--- src/rtl/pool_pkg.sv ---
// Shared types and helpers for the pooling layers.
package pool_pkg;

    typedef enum logic [2:0] {IDLE, READ, WAIT, EMIT, DONE} pool_state_t;

    localparam int unsigned POOL_TAPS = 4;
    localparam int unsigned SMAX_W    = 32;

    // Signed max; ties keep the first operand (the earlier tap).
    function automatic logic signed [SMAX_W-1:0] smax(
        input logic signed [SMAX_W-1:0] a,
        input logic signed [SMAX_W-1:0] b
    );
        return (b > a) ? b : a;
    endfunction

endpackage

--- src/rtl/max_pool_reader_if.sv ---
// Conv-RAM read port, pooled-output stream and done handshake of max_pool_reader.
interface max_pool_reader_if #(
    parameter int unsigned DATA_W     = 16,
    parameter int unsigned ADDR_W     = 10,
    parameter int unsigned OUT_ADDR_W = 8
);
    logic                         conv_done;
    logic                         rd_en;
    logic [ADDR_W-1:0]            rd_addr;
    logic signed [DATA_W-1:0]     rd_data;
    logic                         out_valid;
    logic                         out_ready;
    logic signed [DATA_W-1:0]     out_data;
    logic [OUT_ADDR_W-1:0]        out_idx;
    logic                         done;

    modport master (
        input  conv_done, rd_data, out_ready,
        output rd_en, rd_addr, out_valid, out_data, out_idx, done
    );

    modport slave (
        output conv_done, rd_data, out_ready,
        input  rd_en, rd_addr, out_valid, out_data, out_idx, done
    );
endinterface

--- src/rtl/pool_addr_gen.sv ---
// Row/column/tap counters for 2x2 stride-2 pooling; drives the RAM address and pooled index.
module pool_addr_gen
    import pool_pkg::*;
#(
    parameter int unsigned FMAP_W     = 26,
    parameter int unsigned FMAP_H     = 26,
    parameter int unsigned ADDR_W     = $clog2(FMAP_W*FMAP_H),
    parameter int unsigned OUT_ADDR_W = $clog2((FMAP_W/2)*(FMAP_H/2))
) (
    input  logic                  clk,
    input  logic                  rst,
    input  logic                  start,
    input  logic                  step,
    input  logic                  next_win,
    output logic [ADDR_W-1:0]     rd_addr,
    output logic [OUT_ADDR_W-1:0] out_idx,
    output logic                  first_tap_c,
    output logic                  last_tap_c,
    output logic                  last_win_c
);
    localparam int unsigned OW    = FMAP_W / 2;
    localparam int unsigned OH    = FMAP_H / 2;
    localparam int unsigned COL_W = (OW > 1) ? $clog2(OW) : 1;
    localparam int unsigned ROW_W = (OH > 1) ? $clog2(OH) : 1;
    localparam int unsigned TAP_W = $clog2(POOL_TAPS);

    logic [ROW_W-1:0]      row, row_n;
    logic [COL_W-1:0]      col, col_n;
    logic [TAP_W-1:0]      tap, tap_n;
    logic [OUT_ADDR_W-1:0] idx_n;
    logic [31:0]           addr_n;

    assign first_tap_c = (tap == '0);
    assign last_tap_c  = (tap == TAP_W'(POOL_TAPS - 1));
    assign last_win_c  = (row == ROW_W'(OH - 1)) && (col == COL_W'(OW - 1));

    // Tap order: base, base+1, base+FMAP_W, base+FMAP_W+1.
    always_comb begin
        row_n = row;
        col_n = col;
        tap_n = tap;
        idx_n = out_idx;
        if (start) begin
            row_n = '0;
            col_n = '0;
            tap_n = '0;
            idx_n = '0;
        end else if (next_win) begin
            tap_n = '0;
            idx_n = out_idx + OUT_ADDR_W'(1);
            if (col == COL_W'(OW - 1)) begin
                col_n = '0;
                row_n = row + ROW_W'(1);
            end else begin
                col_n = col + COL_W'(1);
            end
        end else if (step) begin
            tap_n = tap + TAP_W'(1);
        end
        addr_n = 32'(row_n) * 32'(2 * FMAP_W) + 32'(col_n) * 32'd2
               + (tap_n[1] ? 32'(FMAP_W) : 32'd0) + 32'(tap_n[0]);
    end

    always_ff @(posedge clk or posedge rst) begin
        if (rst) begin
            row     <= '0;
            col     <= '0;
            tap     <= '0;
            out_idx <= '0;
            rd_addr <= '0;
        end else begin
            row     <= row_n;
            col     <= col_n;
            tap     <= tap_n;
            out_idx <= idx_n;
            rd_addr <= ADDR_W'(addr_n);
        end
    end

endmodule

--- src/rtl/max_pool_reader.sv ---
// 2x2 stride-2 max pooling over the conv output RAM, streamed one value per window.
// Define RELU_EN to clamp negative pooled values to zero on the way out.
module max_pool_reader
    import pool_pkg::*;
#(
    parameter int unsigned DATA_W     = 16,
    parameter int unsigned FMAP_W     = 26,
    parameter int unsigned FMAP_H     = 26,
    parameter int unsigned ADDR_W     = $clog2(FMAP_W*FMAP_H),
    parameter int unsigned OUT_ADDR_W = $clog2((FMAP_W/2)*(FMAP_H/2))
) (
    input  logic               clk,
    input  logic               rst,
    max_pool_reader_if.master  bus
);
    pool_state_t              state;
    logic                     rd_en_q, out_valid_q, done_q;
    logic                     pend_valid, pend_first;
    logic signed [DATA_W-1:0] acc, acc_next_c, relu_c, out_data_q;
    logic                     start_c, step_c, next_win_c;
    logic                     first_tap_c, last_tap_c, last_win_c;

    assign start_c    = (state == IDLE) && bus.conv_done;
    assign step_c     = (state == READ) && !last_tap_c;
    assign next_win_c = (state == EMIT) && bus.out_ready && !last_win_c;

    pool_addr_gen #(
        .FMAP_W     (FMAP_W),
        .FMAP_H     (FMAP_H),
        .ADDR_W     (ADDR_W),
        .OUT_ADDR_W (OUT_ADDR_W)
    ) u_addr_gen (
        .clk         (clk),
        .rst         (rst),
        .start       (start_c),
        .step        (step_c),
        .next_win    (next_win_c),
        .rd_addr     (bus.rd_addr),
        .out_idx     (bus.out_idx),
        .first_tap_c (first_tap_c),
        .last_tap_c  (last_tap_c),
        .last_win_c  (last_win_c)
    );

    // Tap-0 data loads the accumulator outright so a previous window never leaks in.
    always_comb begin
        acc_next_c = acc;
        if (pend_valid) begin
            acc_next_c = pend_first ? bus.rd_data
                                    : DATA_W'(smax(SMAX_W'(acc), SMAX_W'(bus.rd_data)));
        end
    end

`ifdef RELU_EN
    assign relu_c = acc_next_c[DATA_W-1] ? '0 : acc_next_c;
`else
    assign relu_c = acc_next_c;
`endif

    // pend_* track which tap the returning rd_data belongs to (1-cycle RAM latency).
    always_ff @(posedge clk or posedge rst) begin
        if (rst) begin
            state       <= IDLE;
            rd_en_q     <= 1'b0;
            out_valid_q <= 1'b0;
            out_data_q  <= '0;
            done_q      <= 1'b0;
            acc         <= '0;
            pend_valid  <= 1'b0;
            pend_first  <= 1'b0;
        end else begin
            pend_valid <= rd_en_q;
            pend_first <= rd_en_q && first_tap_c;
            acc        <= acc_next_c;
            case (state)
                IDLE: begin
                    if (bus.conv_done) begin
                        state   <= READ;
                        rd_en_q <= 1'b1;
                    end
                end
                READ: begin
                    if (last_tap_c) begin
                        state   <= WAIT;
                        rd_en_q <= 1'b0;
                    end
                end
                WAIT: begin
                    state       <= EMIT;
                    out_valid_q <= 1'b1;
                    out_data_q  <= relu_c;
                end
                EMIT: begin
                    if (bus.out_ready) begin
                        out_valid_q <= 1'b0;
                        if (last_win_c) begin
                            state  <= DONE;
                            done_q <= 1'b1;
                        end else begin
                            state   <= READ;
                            rd_en_q <= 1'b1;
                        end
                    end
                end
                DONE: begin
                    if (!bus.conv_done) begin
                        state  <= IDLE;
                        done_q <= 1'b0;
                    end
                end
                default: state <= IDLE;
            endcase
        end
    end

    assign bus.rd_en     = rd_en_q;
    assign bus.out_valid = out_valid_q;
    assign bus.out_data  = out_data_q;
    assign bus.done      = done_q;

endmodule

--- src/flat_wrapper.sv ---
// flat-port wrapper written by rule: the top's interface ports become plain ports
module max_pool_reader_flat import pool_pkg::*;
#(
    parameter int unsigned DATA_W     = 16,
    parameter int unsigned FMAP_W     = 26,
    parameter int unsigned FMAP_H     = 26,
    parameter int unsigned ADDR_W     = $clog2(FMAP_W*FMAP_H),
    parameter int unsigned OUT_ADDR_W = $clog2((FMAP_W/2)*(FMAP_H/2))
)
  (clk, rst, bus_conv_done, bus_rd_data, bus_out_ready, bus_rd_en, bus_rd_addr, bus_out_valid, bus_out_data, bus_out_idx, bus_done);
  max_pool_reader_if #(.DATA_W(DATA_W), .ADDR_W(ADDR_W), .OUT_ADDR_W(OUT_ADDR_W)) bus_i ();
  input  logic clk;
  input  logic rst;
  input wire logic [$bits(bus_i.conv_done)-1:0] bus_conv_done;
  input wire logic [$bits(bus_i.rd_data)-1:0] bus_rd_data;
  input wire logic [$bits(bus_i.out_ready)-1:0] bus_out_ready;
  output wire logic [$bits(bus_i.rd_en)-1:0] bus_rd_en;
  output wire logic [$bits(bus_i.rd_addr)-1:0] bus_rd_addr;
  output wire logic [$bits(bus_i.out_valid)-1:0] bus_out_valid;
  output wire logic [$bits(bus_i.out_data)-1:0] bus_out_data;
  output wire logic [$bits(bus_i.out_idx)-1:0] bus_out_idx;
  output wire logic [$bits(bus_i.done)-1:0] bus_done;
  assign bus_i.conv_done = bus_conv_done;
  assign bus_i.rd_data = bus_rd_data;
  assign bus_i.out_ready = bus_out_ready;
  assign bus_rd_en = bus_i.rd_en;
  assign bus_rd_addr = bus_i.rd_addr;
  assign bus_out_valid = bus_i.out_valid;
  assign bus_out_data = bus_i.out_data;
  assign bus_out_idx = bus_i.out_idx;
  assign bus_done = bus_i.done;
  max_pool_reader #(.DATA_W(DATA_W), .FMAP_W(FMAP_W), .FMAP_H(FMAP_H), .ADDR_W(ADDR_W), .OUT_ADDR_W(OUT_ADDR_W)) u_core (.clk(clk), .rst(rst), .bus(bus_i));
endmodule
--- config.mk ---
export PLATFORM = sky130hd
export DESIGN_NAME = max_pool_reader_flat
export DESIGN_NICKNAME = d
export VERILOG_FILES = /design/src/rtl/pool_pkg.sv /design/src/rtl/max_pool_reader_if.sv /design/src/rtl/pool_addr_gen.sv /design/src/rtl/max_pool_reader.sv /design/src/flat_wrapper.sv
export SDC_FILE = /design/constraint.sdc
export NUM_CORES = 1
export LEC_CHECK = 0
export CORE_MARGIN = 4
export CORE_UTILIZATION = 40
export CTS_CLUSTER_DIAMETER = 100
export DETAILED_ROUTE_END_ITERATION = 10
export GPL_ROUTABILITY_DRIVEN = 0
export PLACE_DENSITY = 0.7
export SYNTH_ARGS = -nofsm -noshare
export SYNTH_HDL_FRONTEND = slang
export SYNTH_SLANG_ARGS = --single-unit
--- constraint.sdc ---
create_clock -name clk -period 10.4 [get_ports clk]
set_input_delay 1.04 -clock clk [delete_from_list [all_inputs] [get_ports clk]]
set_output_delay 1.04 -clock clk [all_outputs]
set_load 0.05 [all_outputs]
Word level (Yosys, flattened, before mapping)
Cells that the tools add are included.
{ "op_classes": {"n_mux": 32, "mul": 1, "eq_ne": 13, "n_lt_le_gt_ge": 1, "add_sub_neg": 7, "reduce_logical": 18} }
{ "ops": {"columns": ["op", "n"], "rows": [
  ["2-to-1 mux 16 bit", 3],
  ["2-to-1 mux 4 bit", 6],
  ["adder 10 x 5 -> 10 bit", 2],
  ["greater-than comparator 16 bit", 1],
  ["2-to-1 mux 8 bit", 2],
  ["2-to-1 mux 3 bit", 5],
  ["case mux 3 bit (5 select lines)", 1],
  ["adder 10 x 1 -> 10 bit", 1],
  ["adder 4 x 1 -> 4 bit, second input constant", 2],
  ["adder 8 x 1 -> 8 bit, second input constant", 1],
  ["equality test 4 bit, second input constant", 2],
  ["multiplier 4 x 4 -> 8 bit, second input constant", 1],
  ["2-to-1 mux 1 bit", 8],
  ["!= test 2 bit, second input constant", 4],
  ["AND reduction 4 bit", 2],
  ["equality test 3 x 2 -> 1 bit, second input constant", 2],
  ["logical AND 1 bit", 6],
  ["2-to-1 mux 2 bit", 3],
  ["nonzero test 2 bit", 3],
  ["2-to-1 mux 5 bit", 1],
  ["AND reduction 5 bit", 1],
  ["!= test 2 x 1 -> 1 bit, second input constant", 2],
  ["case mux 1 bit (2 select lines)", 2],
  ["equality test 3 x 1 -> 1 bit, second input constant", 1],
  ["9 further kinds", 10]
]} }
{ "totals": {"out_inout_bits": 37, "register_bits": 68, "wordCells": 85} }

Logic depth before layout (Yosys ltp)
Gate-level depths: netlist of the first run.
{ "depth": {"depth_word": 10, "mapped_depth": 17} }

Modules after synthesis
A second synthesis of the first run with hierarchy kept.
{ "unflattened": {"hier_cells": 402, "area_unflattened_um2": 4316.6} }
{ "modules_own_cells": {"columns": ["module", "n_inst", "cells_per_inst", "area_each_um2"], "rows": [
  ["max_pool_reader", 1, 241, 2627.5],
  ["pool_addr_gen", 1, 161, 1689.1]
]} }

Worst setup path after synthesis of the first run
No wires, ideal clock.
{ "synth_path": {"path_type": "in2reg", "startpoint": "input bus_out_ready", "endpoint": "register u_core.u_addr_gen.rd_addr[9]", "path_stages": 14, "setup_time_ps": 125, "n_path_buf": 1, "t_arrival_ps": 3744, "path_slack_ps": 6531, "cell_sequence": "nand4b_1 > nor3_2 > mux2i_1 > or2_2 > clkbuf_1 > inv_1 > ha_1 > ha_1 > ha_1 > a21o_1 > a21oi_1 > xnor2_1 > nand3_1 > xnor2_1"} }
{ "synth_via": {"elab_chain_len": 8, "word_cells_on_any_way": 13, "cone_classes": "3 x add/sub; 1 x mul; 7 x mux; 2 x reduce/logical"} }
{ "synth_lines": {"columns": ["item", "line", "rtl"], "rows": [
  ["from (decl)", "flat_wrapper.sv:16", "input wire logic [$bits(bus_i.out_ready)-1:0] bus_out_ready;"],
  ["logical AND 1 bit (2 in a row)", "max_pool_reader.sv:25", "assign next_win_c = (state == EMIT) && bus.out_ready && !last_win_c;"],
  ["2-to-1 mux 4 bit", "pool_addr_gen.sv:48", "end else if (next_win) begin"],
  ["2-to-1 mux 4 bit", "pool_addr_gen.sv:43", "if (start) begin"],
  ["named net u_core.u_addr_gen.row_n[1]", "pool_addr_gen.sv:27", "logic [ROW_W-1:0] row, row_n;"],
  ["multiplier 4 x 4 -> 8 bit", "pool_addr_gen.sv:60", "addr_n = 32'(row_n) * 32'(2 * FMAP_W) + 32'(col_n) * 32'd2"],
  ["adder 10 x 5 -> 10 bit", "pool_addr_gen.sv:60", null],
  ["adder 10 x 5 -> 10 bit", "pool_addr_gen.sv:61", "+ (tap_n[1] ? 32'(FMAP_W) : 32'd0) + 32'(tap_n[0]);"],
  ["adder 10 x 1 -> 10 bit", "pool_addr_gen.sv:61", null],
  ["named net u_core.u_addr_gen.addr_n[9]", "pool_addr_gen.sv:31", "logic [31:0] addr_n;"],
  ["to (signal assigned)", "pool_addr_gen.sv:76", "rd_addr <= ADDR_W'(addr_n);"],
  ["to (decl)", "pool_addr_gen.sv:15", "output logic [ADDR_W-1:0] rd_addr,"]
]} }
The timed path passes the listed nets, and every way through them passes these cells.
A chain may end at the register's enable or synchronous reset.

Worst setup path after layout of the first run
{ "layout_path": {"startpoint": "input bus_out_ready", "endpoint": "register u_core.u_addr_gen.rd_addr[8]"} }
{ "layout_via": {"word_cells_on_any_way": 13, "cone_classes": "3 x add/sub; 1 x mul; 7 x mux; 2 x reduce/logical"} }
{ "layout_lines": {"columns": ["item", "line", "rtl"], "rows": [
  ["logical AND 1 bit (2 in a row)", "max_pool_reader.sv:25", null],
  ["2-to-1 mux 4 bit", "pool_addr_gen.sv:48", null],
  ["2-to-1 mux 4 bit", "pool_addr_gen.sv:43", null],
  ["named net u_core.u_addr_gen.col_n[3]", "pool_addr_gen.sv:28", "logic [COL_W-1:0] col, col_n;"],
  ["adder 10 x 5 -> 10 bit", "pool_addr_gen.sv:60", null],
  ["adder 10 x 5 -> 10 bit", "pool_addr_gen.sv:61", null],
  ["adder 10 x 1 -> 10 bit", "pool_addr_gen.sv:61", null],
  ["named net u_core.u_addr_gen.addr_n[8]", "pool_addr_gen.sv:31", null]
]} }
The timed path passes the listed nets, and every way through them passes these cells.

==> flow_summary.toml, run 1 <==
[detailed_routing]
wl_per_cell_um = 13.79
vias = 2493
wl_met1_um = 3036
detail-route-antenna-nets = 0
top_layer = "met4"
drt_iter0_drc = 54
wl_met2_um = 3483
wl_met3_um = 306
drtPass1Iterations = 4
wl_um = 6865
vias_per_cell = 5.006
drc = 0

[final_layout]
antennaDiodeCount = 0
layout-drive-gt1-share = 0.1590
syn_to_final_growth_pct = 23.18
n_fill_cell = 772
nNetsFinal = 448

[critical_path]
critical_path.max_fanout = 13
worstRegToRegCells = 14
critPathRequiredTime_ns = 10.61
crit_type = "input port to register"
reg2reg_slack_ns = 6.80
reg2reg_to = "u_core.u_addr_gen.rd_addr[8]$_DFF_PP0_"
startpoint_type = "input port"
critPathCaptureType = "register"
crit_chain = "clkdlybuf4s50_1 > nand4b_1 > a41oi_1 > buf_4 > nand4_1 > xor2_1 > nor3_1 > inv_1 > fa_1 > inv_1 > ha_1 > a21o_1 > a21oi_1 > nor3_1 > xor2_1"
worst_path_max_delay_cell = "fa_1"
critical_path_arrival_ns = 4.41
rr_startpoint = "u_core.state[1]$_DFFE_PP0P_"
cp_slowest_stage_delay_ns = 0.51

[floorplanning]
std_cell_rows = 34
initial_utilization = 0.4184
core_area_um2 = 8891
die-area_um2 = 10910
io_pins = 57
die_width_um = 104.4
die-height_um = 104.4

[global_route]
grt_pass1_wl_um = 12080
grt_pass1_vias = 2669
antenna_found_initial = 0
grt_usage = 0.1346
grt_start_max_net_pins = 68
grt_overflow = 0

[synth]
synth-async-reset-ratio = 1.000
synth_edf_count = 0
synth_top_cell_by_area = "dfrtp_1"
ys.flop_type = "dfrtp_1"
synthMostInstantiatedCell = "dfrtp_1"
synthDistinctLibCells = 47
ys_ff_latch = 67
syn_inst = 323
syn_area_per_cell_um2 = 11.52
ys_seq_area_frac = 0.4507
ys_top_cells_by_area = "dfrtp_1, ha_1, mux2_4"
yosys-top-cells-count = "dfrtp_1, inv_1, ha_1"
yosysWarnings = 0
syn-num-nets = 386
yosysTopAreaCellShare = 0.4507
syn_area_um2 = 3720

[sta]
tightestPinTransition_ns = 0.8358
rsz0062_at_grt = "false"
slew_violations = 0
timing.setup.tns_ns = 0
relSlewSlack = 0.4428
fin_crit_sh = 0.4041
finClkSkew_ns = 0.01338
finalSetupViolCount = 0
fmax_ghz = 0.2379
layout_min_cycle_time_ns = 4.203
hold_viol_final = 0
whs_ns = 0.4761

[clock_tree]
cts.sinks = 67
clockRootBuffer = "clkbuf_8"
cts-resized-gates = 0
htreeDepth = 3
ctsHoldBuffers = 0
cts_max_path_buffers = 2
cts_setup_buffers = 0
clock_latency_ns = 0.33
clk_transition_reported_paths_ns = 0.08
cts_tree = "yes"
numCtsBuffers = 9

[placed_design]
dp.final_hpwl_um = 5177
port_buffers = 56

[power]
power.switching_uw = 538.9
power_density_nw_per_um2 = 276.7
cellLeakagePower_nw = 2.278
p_sw_frac = 0.4250
p_int_uw = 729.0
pwr-share-seq = 0.330
p_clk_frac = 0.154
pwr-share-comb = 0.516
peakVddDrop_mv = 0.09541
power_mw = 1.268

[min_path]
hp-start = "u_core.bus.rd_en$_DFFE_PP0P_"
min_to = "u_core.pend_valid$_DFF_PP0_"
hold_depth = 0
hold_path.class = "register to register"

[flow_run]
drv_cap = 0

[status]
status = "completed"
critical path, delay by kind of cell:
kind | cells | cell delay, ns
AO/OA/AOI/OAI | 3 | 0.69
XOR/XNOR | 2 | 0.31
adder cells (fa/ha/maj) | 2 | 0.83
buffers and inverters | 4 | 0.86
AND/OR/NAND/NOR | 4 | 0.66
cells by family (layout without fill, tap and decap cells):
logic type,Yosys count,in the layout,share of synthesized area
AO/OA/AOI/OAI,38,38,0.07468
buffers and inverters,51,118,0.05483
XOR/XNOR,24,24,0.05651
AND/OR/NAND/NOR,67,67,0.09688
flip-flops,67,67,0.4507
adder cells (fa/ha/maj),43,43,0.1527
multiplexers,33,33,0.1137
placed cells by master, fill, tap and decap left out, types with 2 or more instances in the layout:
| cell type | Yosys | layout |
|---|---|---|
| nand2b_1 | 3 | 3 |
| nor2_1 | 19 | 19 |
| clkdlybuf4s50_1 | 0 | 56 |
| or2_2 | 3 | 3 |
| dfrtp_1 | 67 | 67 |
| mux2_2 | 18 | 18 |
| mux2_4 | 14 | 14 |
| ha_1 | 39 | 39 |
| or3_1 | 3 | 3 |
| o21ai_0 | 3 | 3 |
| nand2_1 | 9 | 9 |
| buf_4 | 1 | 4 |
| xor2_1 | 13 | 13 |
| a21oi_1 | 14 | 14 |
| a41oi_1 | 2 | 2 |
| clkbuf_8 | 0 | 10 |
| clkinv_2 | 0 | 3 |
| xnor2_1 | 11 | 11 |
| fa_1 | 4 | 4 |
| nor3_1 | 5 | 5 |
| nand3_1 | 5 | 5 |
| and3_1 | 2 | 2 |
| nand4_1 | 8 | 8 |
| a21o_1 | 8 | 8 |
| inv_1 | 42 | 41 |
power by group through the flow:
stage          registers [mW]  clock network (mW)  logic [mW]
6_report                0.419               0.195       0.654
5_1_grt                 0.433               0.214       0.713
4_1_cts                 0.421               0.202       0.665
3_5_place_dp            0.425                   0       0.662
3_3_place_gp            0.421                   0       0.648
2_1_floorplan           0.574                   0       0.330
registers in the layout, summed over array words and instances (netlist names):
name,count
u_core.acc,16
u_core.bus.out_data,16
u_core.u_addr_gen.rd_addr,9
u_core.u_addr_gen.out_idx,8
u_core.u_addr_gen.col,4
u_core.u_addr_gen.row,4
u_core.state,3
u_core.u_addr_gen.tap,2
u_core.bus.done,1
u_core.bus.out_valid,1
u_core.bus.rd_en,1
u_core.pend_first,1
u_core.pend_valid,1
per-layer routing:
layer  track usage  up-vias
li1              -     1226
met1        0.1630     1229
met2        0.2315       34
met3       0.03911        4
met4       0.03989        0
met5             0        -
through the flow:
stage / worst slack (ns) / utilization / instance area (µm²) / instances
3_5_place_dp: 5.828 / 0.4954 / 4404 / 482
4_1_cts: 6.164 / 0.5153 / 4582 / 498
5_1_grt: 5.920 / 0.5153 / 4582 / 498
6_report: 6.197 / 0.5153 / 4582 / 498
3_3_place_gp: 5.912 / 0.4954 / 4404 / 482
2_1_floorplan: 6.531 / - / 3720 / 323
worst max path at each step:
stage,cells after the start,from,to
after global placement,15,bus_out_ready,u_core.u_addr_gen.rd_addr[8]$_DFF_PP0_
final,15,bus_out_ready,u_core.u_addr_gen.rd_addr[8]$_DFF_PP0_
after detailed placement,15,bus_out_ready,u_core.u_addr_gen.rd_addr[9]$_DFF_PP0_
after CTS,15,bus_out_ready,u_core.u_addr_gen.rd_addr[8]$_DFF_PP0_
after floorplan,14,bus_out_ready,u_core.u_addr_gen.rd_addr[9]$_DFF_PP0_
after global routing,15,bus_out_ready,u_core.u_addr_gen.rd_addr[9]$_DFF_PP0_
cell type report:
type                    count  area, µm²  area share
well taps                 108      135.1     0.02949
clock buffers              10      137.6     0.03004
multi-input cells         205       1844      0.4025
flip-flops and latches     67       1677      0.3659
clock inverters             6      40.04    0.008738
repair buffers             60      590.6      0.1289
inverters                  42      157.7     0.03441
No activity file was read; power rests on OpenSTA's default activity.
==> run 2, diff against run 1 <==
--- a/config.mk
+++ b/config.mk
@@ -10,7 +10,7 @@
 export CTS_CLUSTER_DIAMETER = 100
 export DETAILED_ROUTE_END_ITERATION = 10
 export GPL_ROUTABILITY_DRIVEN = 0
-export PLACE_DENSITY = 0.7
+export PLACE_DENSITY = 0.73
 export SYNTH_ARGS = -nofsm -noshare
 export SYNTH_HDL_FRONTEND = slang
 export SYNTH_SLANG_ARGS = --single-unit
==> constraint.sdc (replaced) <==
create_clock -name clk -period 3.7 [get_ports clk]
set_input_delay 0.37 -clock clk [delete_from_list [all_inputs] [get_ports clk]]
set_output_delay 0.37 -clock clk [all_outputs]
set_load 0.05 [all_outputs]
==> flow_summary.toml, run 2 (synthesis gave the netlist of run 1 again) <==
[final_layout]
design_area_um2 = 4711
layout_common_cells = "dfrtp_1, clkdlybuf4s50_1, inv_1"
layout-drive-gt1-share = 0.1870
antennaDiodeCount = 0
nNetsFinal = 459
fin_util = 0.5298
syn_to_final_growth_pct = 26.64
final_cells = 509
final_common_cell = "dfrtp_1"

[placed_design]
pre_cts_slack_ns = -0.01338
dp.final_hpwl_um = 5362
placed_area_um2 = 4492
placed_cells = 492
port_buffers = 56

[detailed_routing]
drt_iter0_drc = 68
vias_per_cell = 5.000
vias = 2545
drtPass1Iterations = 4
detail-route-antenna-nets = 0
wl_per_cell_um = 13.83
drc = 0
wl_um = 7038

[sta]
finalSetupViolCount = 0
hold_viol_final = 0
relSlewSlack = 0.4575
tightestPinTransition_ns = 0.8126
finClkSkew_ns = 0.01224
layout_min_cycle_time_ns = 3.488
fmax_ghz = 0.2867
fin_ws_ns = 0.2123
fin_crit_sh = 0.9426
slew_violations = 0
whs_ns = 0.4721
timing.setup.tns_ns = 0

[global_route]
grt_pass1_vias = 2652
grt_overflow = 0
grt_start_max_net_pins = 41
grt_usage = 0.1373
grt_pass1_wl_um = 12230
antenna_found_initial = 0

[critical_path]
reg2reg_to = "u_core.u_addr_gen.rd_addr[9]$_DFF_PP0_"
reg2reg_slack_ns = 0.21
critPathCaptureType = "register"
worstRegToRegCells = 16
critical_path.max_fanout = 4
critPathRequiredTime_ns = 3.97
rr_startpoint = "u_core.u_addr_gen.row[0]$_DFF_PP0_"
crit_chain = "inv_1 > ha_1 > and3_2 > a41oi_1 > nand2_1 > xor2_1 > or3_1 > fa_1 > inv_1 > ha_1 > a21o_1 > a21o_1 > a21oi_1 > nor2_1 > nand3_1 > xnor2_1"
worst_path_max_delay_cell = "fa_1"
critical_path_arrival_ns = 3.76
startpoint_type = "register"
crit_type = "register to register"
cp_slowest_stage_delay_ns = 0.52

[floorplanning]
io_pins = 57
die-height_um = 104.4
die-area_um2 = 10910
die_width_um = 104.4
initial_utilization = 0.4184
core_area_um2 = 8891
std_cell_rows = 34

[clock_tree]
cts_tree = "yes"
numCtsBuffers = 9
clk_transition_reported_paths_ns = 0.08
clockRootBuffer = "clkbuf_8"
cts_max_path_buffers = 2
ctsHoldBuffers = 0
cts.sinks = 67
clock_latency_ns = 0.35
htreeDepth = 3

[min_path]
hold_path.class = "register to register"
min_to = "u_core.pend_valid$_DFF_PP0_"
hold_depth = 0
hp-start = "u_core.bus.rd_en$_DFFE_PP0P_"

[power]
peakVddDrop_mv = 0.3234
cellLeakagePower_nw = 2.337
power_density_nw_per_um2 = 780.0
power_mw = 3.674

[flow_run]
drv_cap = 0

[status]
status = "completed"
run 2: cell types whose count changed in the layout (fill, tap and decap cells not counted), sizes merged:
cell / change
buf: +11
clkinv: -2
bufinv: +1
inv: -1
clkinvlp: +2
run 2: power breakdown:
group | total (mW) | internal, mW | switching [mW] | leakage (nW)
clock | 0.596 | 0.311 | 0.285 | 0.0885
combinational | 1.90 | 0.835 | 1.06 | 1.40
sequential | 1.18 | 1.00 | 0.176 | 0.844
run 2: worst max path at each step:
stage | from | endpoint | slack (ns)
finish | u_core.u_addr_gen.row[0]$_DFF_PP0_ | u_core.u_addr_gen.rd_addr[9]$_DFF_PP0_ | 0.21
CTS | u_core.u_addr_gen.row[0]$_DFF_PP0_ | u_core.u_addr_gen.rd_addr[9]$_DFF_PP0_ | 0.16
detailed placement | bus_out_ready | u_core.u_addr_gen.rd_addr[9]$_DFF_PP0_ | -0.01
global placement | bus_out_ready | u_core.u_addr_gen.rd_addr[9]$_DFF_PP0_ | 0.02
floorplan | u_core.state[2]$_DFFE_PP0P_ | u_core.u_addr_gen.rd_addr[9]$_DFF_PP0_ | 0.26
global route | u_core.u_addr_gen.row[0]$_DFF_PP0_ | u_core.u_addr_gen.rd_addr[9]$_DFF_PP0_ | -0.004
run 2: critical path, delay by kind of cell (launching register included):
kind            cells  cell delay, ns
flops               1            0.41
buf+inv             2            0.13
xor+xnor            2            0.26
fa+ha+maj           3            1.00
compound gates      4            0.77
simple gates        5            0.83
run 2: per-layer routing:
metal,vias to the layer above,track usage,routed length [µm]
li1,1249,-,-
met2,41,0.2403,3642
met4,0,0.03704,71
met1,1247,0.1596,2989
met3,8,0.04718,334
met5,-,0,0
run 2: what timing repair did:
action | 4_1_cts | 5_1_grt
gates resized for setup | 0 | 4
endpoints found under the setup margin | 0 | 4
setup buffers | 0 | 1
run 2: final cells by class:
cell class | instances | area (µm²)
Clock buffer | 10 | 127.6
Clock inverter | 6 | 66.31
Fill cell | 763 | 4180
Inverter | 42 | 157.7
Multi-Input combinational cell | 205 | 1862
Sequential cell | 67 | 1677
Tap cell | 108 | 135.1
Timing Repair Buffer | 71 | 685.7
